<file path="config.mk">
export PLATFORM = sky130hd
export DESIGN_NAME = mem_arbiter
export DESIGN_NICKNAME = d
export VERILOG_FILES = /design/src/rtl/mem_arbiter.sv
export SDC_FILE = /design/constraint.sdc
export NUM_CORES = 1
export LEC_CHECK = 0
export ABC_AREA = 1
export BUFFER_PORTS_ARGS = -buffer_cell sky130_fd_sc_hd__buf_2
export CORE_AREA = 2 2 284 286
export CTS_BUF_LIST = sky130_fd_sc_hd__clkbuf_16
export CTS_CLUSTER_DIAMETER = 150
export DETAILED_ROUTE_END_ITERATION = 12
export DIE_AREA = 0 0 286 288
export PLACE_DENSITY = 0.36
export SYNTH_ARGS = -nofsm -noshare
export SYNTH_HDL_FRONTEND = slang
export SYNTH_SLANG_ARGS = --single-unit
</file>
<file path="constraint.sdc">
create_clock -name clk -period 3.8 [get_ports clk]
set_input_delay 0.76 -clock clk [delete_from_list [all_inputs] [get_ports clk]]
set_output_delay 0.76 -clock clk [all_outputs]
set_load 0.02 [all_outputs]
</file>
<file path="src/rtl/mem_arbiter.sv">
// Round-robin arbiter between I-cache and D-cache in front of one memory port; one access outstanding at a time.
// Strobe one cycle after request, ready passed through combinationally on mem_ready; requests are held by the caches until their ready.
module mem_arbiter #(
  parameter int ADDR_W = 28,
  parameter int DATA_W = 128
) (
  input  logic              clk,
  input  logic              rst_n,
  input  logic              icache_read,
  input  logic [ADDR_W-1:0] icache_addr,
  output logic              icache_ready,
  output logic [DATA_W-1:0] icache_rdata,
  input  logic              dcache_read,
  input  logic              dcache_write,
  input  logic [ADDR_W-1:0] dcache_addr,
  input  logic [DATA_W-1:0] dcache_wdata,
  output logic              dcache_ready,
  output logic [DATA_W-1:0] dcache_rdata,
  output logic              mem_read,
  output logic              mem_write,
  output logic [ADDR_W-1:0] mem_addr,
  output logic [DATA_W-1:0] mem_wdata,
  input  logic [DATA_W-1:0] mem_rdata,
  input  logic              mem_ready
);

  typedef enum logic [1:0] {
    IDLE    = 2'd0,
    SERVE_I = 2'd1,
    SERVE_D = 2'd2
  } state_t;

  state_t            state_q, state_d;
  logic              last_grant_q, last_grant_d;
  logic              mem_read_d, mem_write_d;
  logic [ADDR_W-1:0] mem_addr_d;
  logic [DATA_W-1:0] mem_wdata_d;
  logic              i_req, d_req, pick_d;

  assign i_req  = icache_read;
  assign d_req  = dcache_read | dcache_write;
  // D-cache wins a tie unless it was the last one served
  assign pick_d = d_req & (~i_req | ~last_grant_q);

  always_comb begin
    state_d      = state_q;
    last_grant_d = last_grant_q;
    mem_read_d   = mem_read;
    mem_write_d  = mem_write;
    mem_addr_d   = mem_addr;
    mem_wdata_d  = mem_wdata;
    case (state_q)
      IDLE: begin
        if (pick_d) begin
          state_d      = SERVE_D;
          last_grant_d = 1'b1;
          mem_addr_d   = dcache_addr;
          mem_wdata_d  = dcache_wdata;
          mem_write_d  = dcache_write;
          mem_read_d   = dcache_read & ~dcache_write;
        end else if (i_req) begin
          state_d      = SERVE_I;
          last_grant_d = 1'b0;
          mem_addr_d   = icache_addr;
          mem_read_d   = 1'b1;
          mem_write_d  = 1'b0;
        end
      end
      SERVE_I, SERVE_D: begin
        if (mem_ready) begin
          state_d     = IDLE;
          mem_read_d  = 1'b0;
          mem_write_d = 1'b0;
        end
      end
      default: begin
        state_d     = IDLE;
        mem_read_d  = 1'b0;
        mem_write_d = 1'b0;
      end
    endcase
  end

  always_ff @(posedge clk or negedge rst_n) begin
    if (!rst_n) begin
      state_q      <= IDLE;
      last_grant_q <= 1'b0;
      mem_read     <= 1'b0;
      mem_write    <= 1'b0;
      mem_addr     <= '0;
      mem_wdata    <= '0;
    end else begin
      state_q      <= state_d;
      last_grant_q <= last_grant_d;
      mem_read     <= mem_read_d;
      mem_write    <= mem_write_d;
      mem_addr     <= mem_addr_d;
      mem_wdata    <= mem_wdata_d;
    end
  end

  assign icache_ready = (state_q == SERVE_I) & mem_ready;
  assign dcache_ready = (state_q == SERVE_D) & mem_ready;
  assign icache_rdata = icache_ready ? mem_rdata : '0;
  assign dcache_rdata = dcache_ready ? mem_rdata : '0;

endmodule
</file>
[Word-level counts from Yosys, hierarchy flattened]
Index checks and enable logic that the tools add are counted.
Word-level totals
  register bits after elaboration: 161
  latch bits: 0
  memory bits (writable): 0
  bits in read-only memories: 0
  output and inout port bits: 416
  logic and storage cells: 41
  memories: 0
Cells by class
  add/subtract/negate cells: 0
  multiply operators: 0
  div/mod/pow operators: 0
  magnitude comparators: 0
  eq/ne operators: 4
  shift operators: 0
  muxes and demuxes: 16
  bitwise logic cells: 9
  reductions and logical operators: 6
Operators by type and width (number)
  2-to-1 mux 128 bit: 2
  2-to-1 mux 28 bit: 2
  2-to-1 mux 1 bit: 6
  2-to-1 mux 2 bit: 3
  AND reduction 2 bit: 3
  bitwise AND 1 bit: 4
  one-hot mux 1 bit (2 select lines): 2
  one-hot mux 2 bit (2 select lines): 1
  inequality test 3 bit (second input constant): 1
  NOT 1 bit: 3
  == test 2 x 1 -> 1 bit (second input constant): 1
  == test 2 bit (second input constant): 1
  zero test 2 bit: 1
  inequality test 2 bit (second input constant): 1
  bitwise OR 1 bit: 2
  nonzero test 2 bit: 1
  OR reduction 2 bit: 1

[Longest topological paths before layout]
  depth after elaboration: 5
  mapped depth: 8
  gate-level depth less buffers: 6

[Least setup slack after synthesis]
OpenSTA, ideal clock, no wires.
  kind: input port to output port
  from: in mem_ready
  to: out dcache_rdata[100]
  arrival: 1.528 ns
  required time: 3.040 ns
  slack: 1.512 ns
  stages on the path: 4
  cell sequence: nand2_1 clkbuf_1 clkbuf_1 nor2_1
On the way
  cells in the longest elaborated chain, start to end: 2
Ends and longest elaborated chain
  start: declaration: line 24  | input logic mem_ready
  bitwise AND 1 bit: line 103  | assign dcache_ready = (state_q == SERVE_D) & mem_ready;
  2-to-1 mux 128 bit: line 105  | assign dcache_rdata = dcache_ready ? mem_rdata : '0;
  end: declaration: line 18  | output logic [DATA_W-1:0] dcache_rdata,
No other way between the ends.

[Worst setup path in the final report]
  from: reg state_q[1]
  to: out icache_rdata[8]
On the way
  cells in the longest elaborated chain, start to end: 3
Ends and longest elaborated chain
  start: declaration: line 33  | state_t state_q, state_d;
  start signal: assignment: line 93  | state_q <= state_d;
  == test 2 x 1 -> 1 bit: line 102  | assign icache_ready = (state_q == SERVE_I) & mem_ready;
  bitwise AND 1 bit: line 102
  2-to-1 mux 128 bit: line 104  | assign icache_rdata = icache_ready ? mem_rdata : '0;
  end: declaration: line 12  | output logic [DATA_W-1:0] icache_rdata,
No other way between the ends.

==> run metrics <==
first-pass GRT wire length 76,900 um; most frequent cells in the layout buf_2 (732), nand2_1 (357), nor2_1 (258); Power Dens Cells between 700 and 800 nW/um2; # setup viols final 0; run status finished, final reports clean; antenna violations before repair 34; critical path data required time 3040 ps; IO buf count 733; CTS max path bufs 2; DP HPWL 45,900 um; clock-pin transition on the worst setup and hold timing paths 80 ps; CTS buffer count 17; share of the synthesized area in the top cell type a little under half; design area 14,000 um2; latest clock arrival within the worst-skew pair 490 ps; Placed Cells 2,984; gr ovfl total 0; Pins Over Slew Limit 0; Die Area 82,400 um2; area leader, netlist dfrtp_1; crit-path max FO 57; cts hold-fix bufs 0; post-cts sizing count 0; Iteration-0 DRC Markers 386; Multi-input gate area 3360 um2; Starting Density 10.6%; worst vdd ir 0.409 mV; CTS tree done; Ys Warns 0; static leakage 8.89 nW; commonest non-fill, non-tap cell in the layout buf_2; vias in the first global route 10,300; Yosys reg bits 161; Area growth syn-to-layout 64.8%; Bufs and invs on worst path 3; number of vias per cell 3.45; largest net degree at the start of global routing between 100 and 150; vias between 10,000 and 15,000; layout cells sized above 1 between 40% and 50%; Final #Nets 2,264; # clock sinks 161; Post-DP Area 13,400 um2; row cnt 104; Die Y 288 um; I/O pin count about 730; Post-Route Skew 34.3 ps; Post-Syn Instances 1,252; Hold Path Class input pin to async pin; Critical Path End Type primary output; Setup TNS 0 ps; Hold Vio Cnt, Final 0; Mapped Area 8470 um2; max-cap viol count 0; Core ar. 79,600 um2; CP max stage delay between 400 and 500 ps; remaining antenna violation count 0; DRC 0; Crit path max-delay family buffers and inverters; TritonRoute pass-1 iters 5; Relative slew margins 44.5%; syn avg cell area 6.76 um2; Seq/Total Area, Yosys 47.6%; drt total wl 56,500 um; RSZ-0062 raised after global routing no; GRT Util Overall around an eighth; postcts setup bufs 0; Post-Synthesis Net Count ~1,600; # H-tree levels 4; CP cell instances inv_1, ha_1, nand2_4, buf_12, nor2_1, buf_2; Min Clock Period, post-route 3090 ps; distinct cell type count after synthesis 14; Fill cells 9,340; part of the cycle the worst path needs 81.2%; Register Area 4030 um2; CP Class flip-flop to primary output; crit path launch type flip-flop; Root Driver clkbuf_16; Synth area leaders dfrtp_1 (48%), nand2_1 (16%), nor2_1 (11%), nand3_1 (11%), inv_1 (8.6%); gpl congestion slightly above 0.9; Non-Filler Instances 3,020; CP Data Arrival Time 2330 ps; Die X 286 um; Avg WL per Cell 18.7 um; total power 10.7 mW; worst slew pin tran approximately 830 ps; maximum clock frequency around 320 MHz; Worst path slowest cell dfrtp_1
[layer usage]
layer / vias up / track usage (%) / share of wire, %
met5: - / 0 / 0.081
met4: 8 / 4.14 / 2.2
met3: 90 / 3.86 / 7.2
met2: 453 / 23.7 / 52
met1: 4759 / 14.9 / 39
li1: 5099 / - / -
[report_power, final]
group	internal (mW)	total, mW	switching [mW]
Combinational	1.72	5.96	4.24
Clock	0.907	1.75	0.840
Sequential	2.57	2.99	0.420
Total	5.20	10.7	5.50
[worst paths after layout]
check                                    start              end  slack (ps)  depth (start not counted)
worst max-delay path                state_q[1]  icache_rdata[8]         710                          6
worst min-delay path                     rst_n   mem_wdata[110]         280                          1
worst max register to register      state_q[0]    mem_wdata[23]        1780                          7
worst min register to register  mem_wdata[105]   mem_wdata[105]         470                          2
max in group asynchronous                rst_n    mem_wdata[42]        2550                          3
min in group clk                mem_wdata[105]   mem_wdata[105]         470                          2
[stage by stage]
stage | worst slack [ps] | utilization, % | hold WS [ps]
finish | 714 | 17.5 | 279
global route | 625 | 17.5 | 324
CTS | 678 | 17.5 | 274
detailed placement | 1000 | 16.8 | 454
global placement | 1030 | 16.8 | 452
floorplan | 1510 | - | 442
[state kept, by name, summed over array words and instances, names as in the netlist]
| name | flops |
|---|---|
| mem_read | 1 |
| last_grant_q | 1 |
| mem_addr | 28 |
| mem_wdata | 128 |
| state_q | 2 |
| mem_write | 1 |
[cell families (layout without fill, tap and decap cells)]
family                   Yosys count  in the layout  synth area share, %
buffers and inverters            279            983                 13.3
flip-flops                       161            161                 47.6
AO/OA/AOI/OAI                      2              2                0.162
other                              0              4                    0
adder cells (fa/ha/maj)            3              3                0.443
AND/OR/NAND/NOR                  807            807                 38.6
[final cells by class]
type | instances | area share, %
inverter | 194 | 5.24
sequential | 161 | 28.9
antenna | 4 | 0.0717
clock inverter | 15 | 0.959
tap | 1060 | 9.50
multi-input combinational | 812 | 24.1
clock buffer | 17 | 3.05
timing repair buffer | 757 | 28.3
[Yosys cell counts (all sizes together)]
master,instances
dfrtp,161
a21oi,1
o21ai,1
nand3,188
nand2,360
clkbuf,32
inv,194
nand4,1
ha,3
buf,53
nor2,258
(Power assumes the default switching activity.)
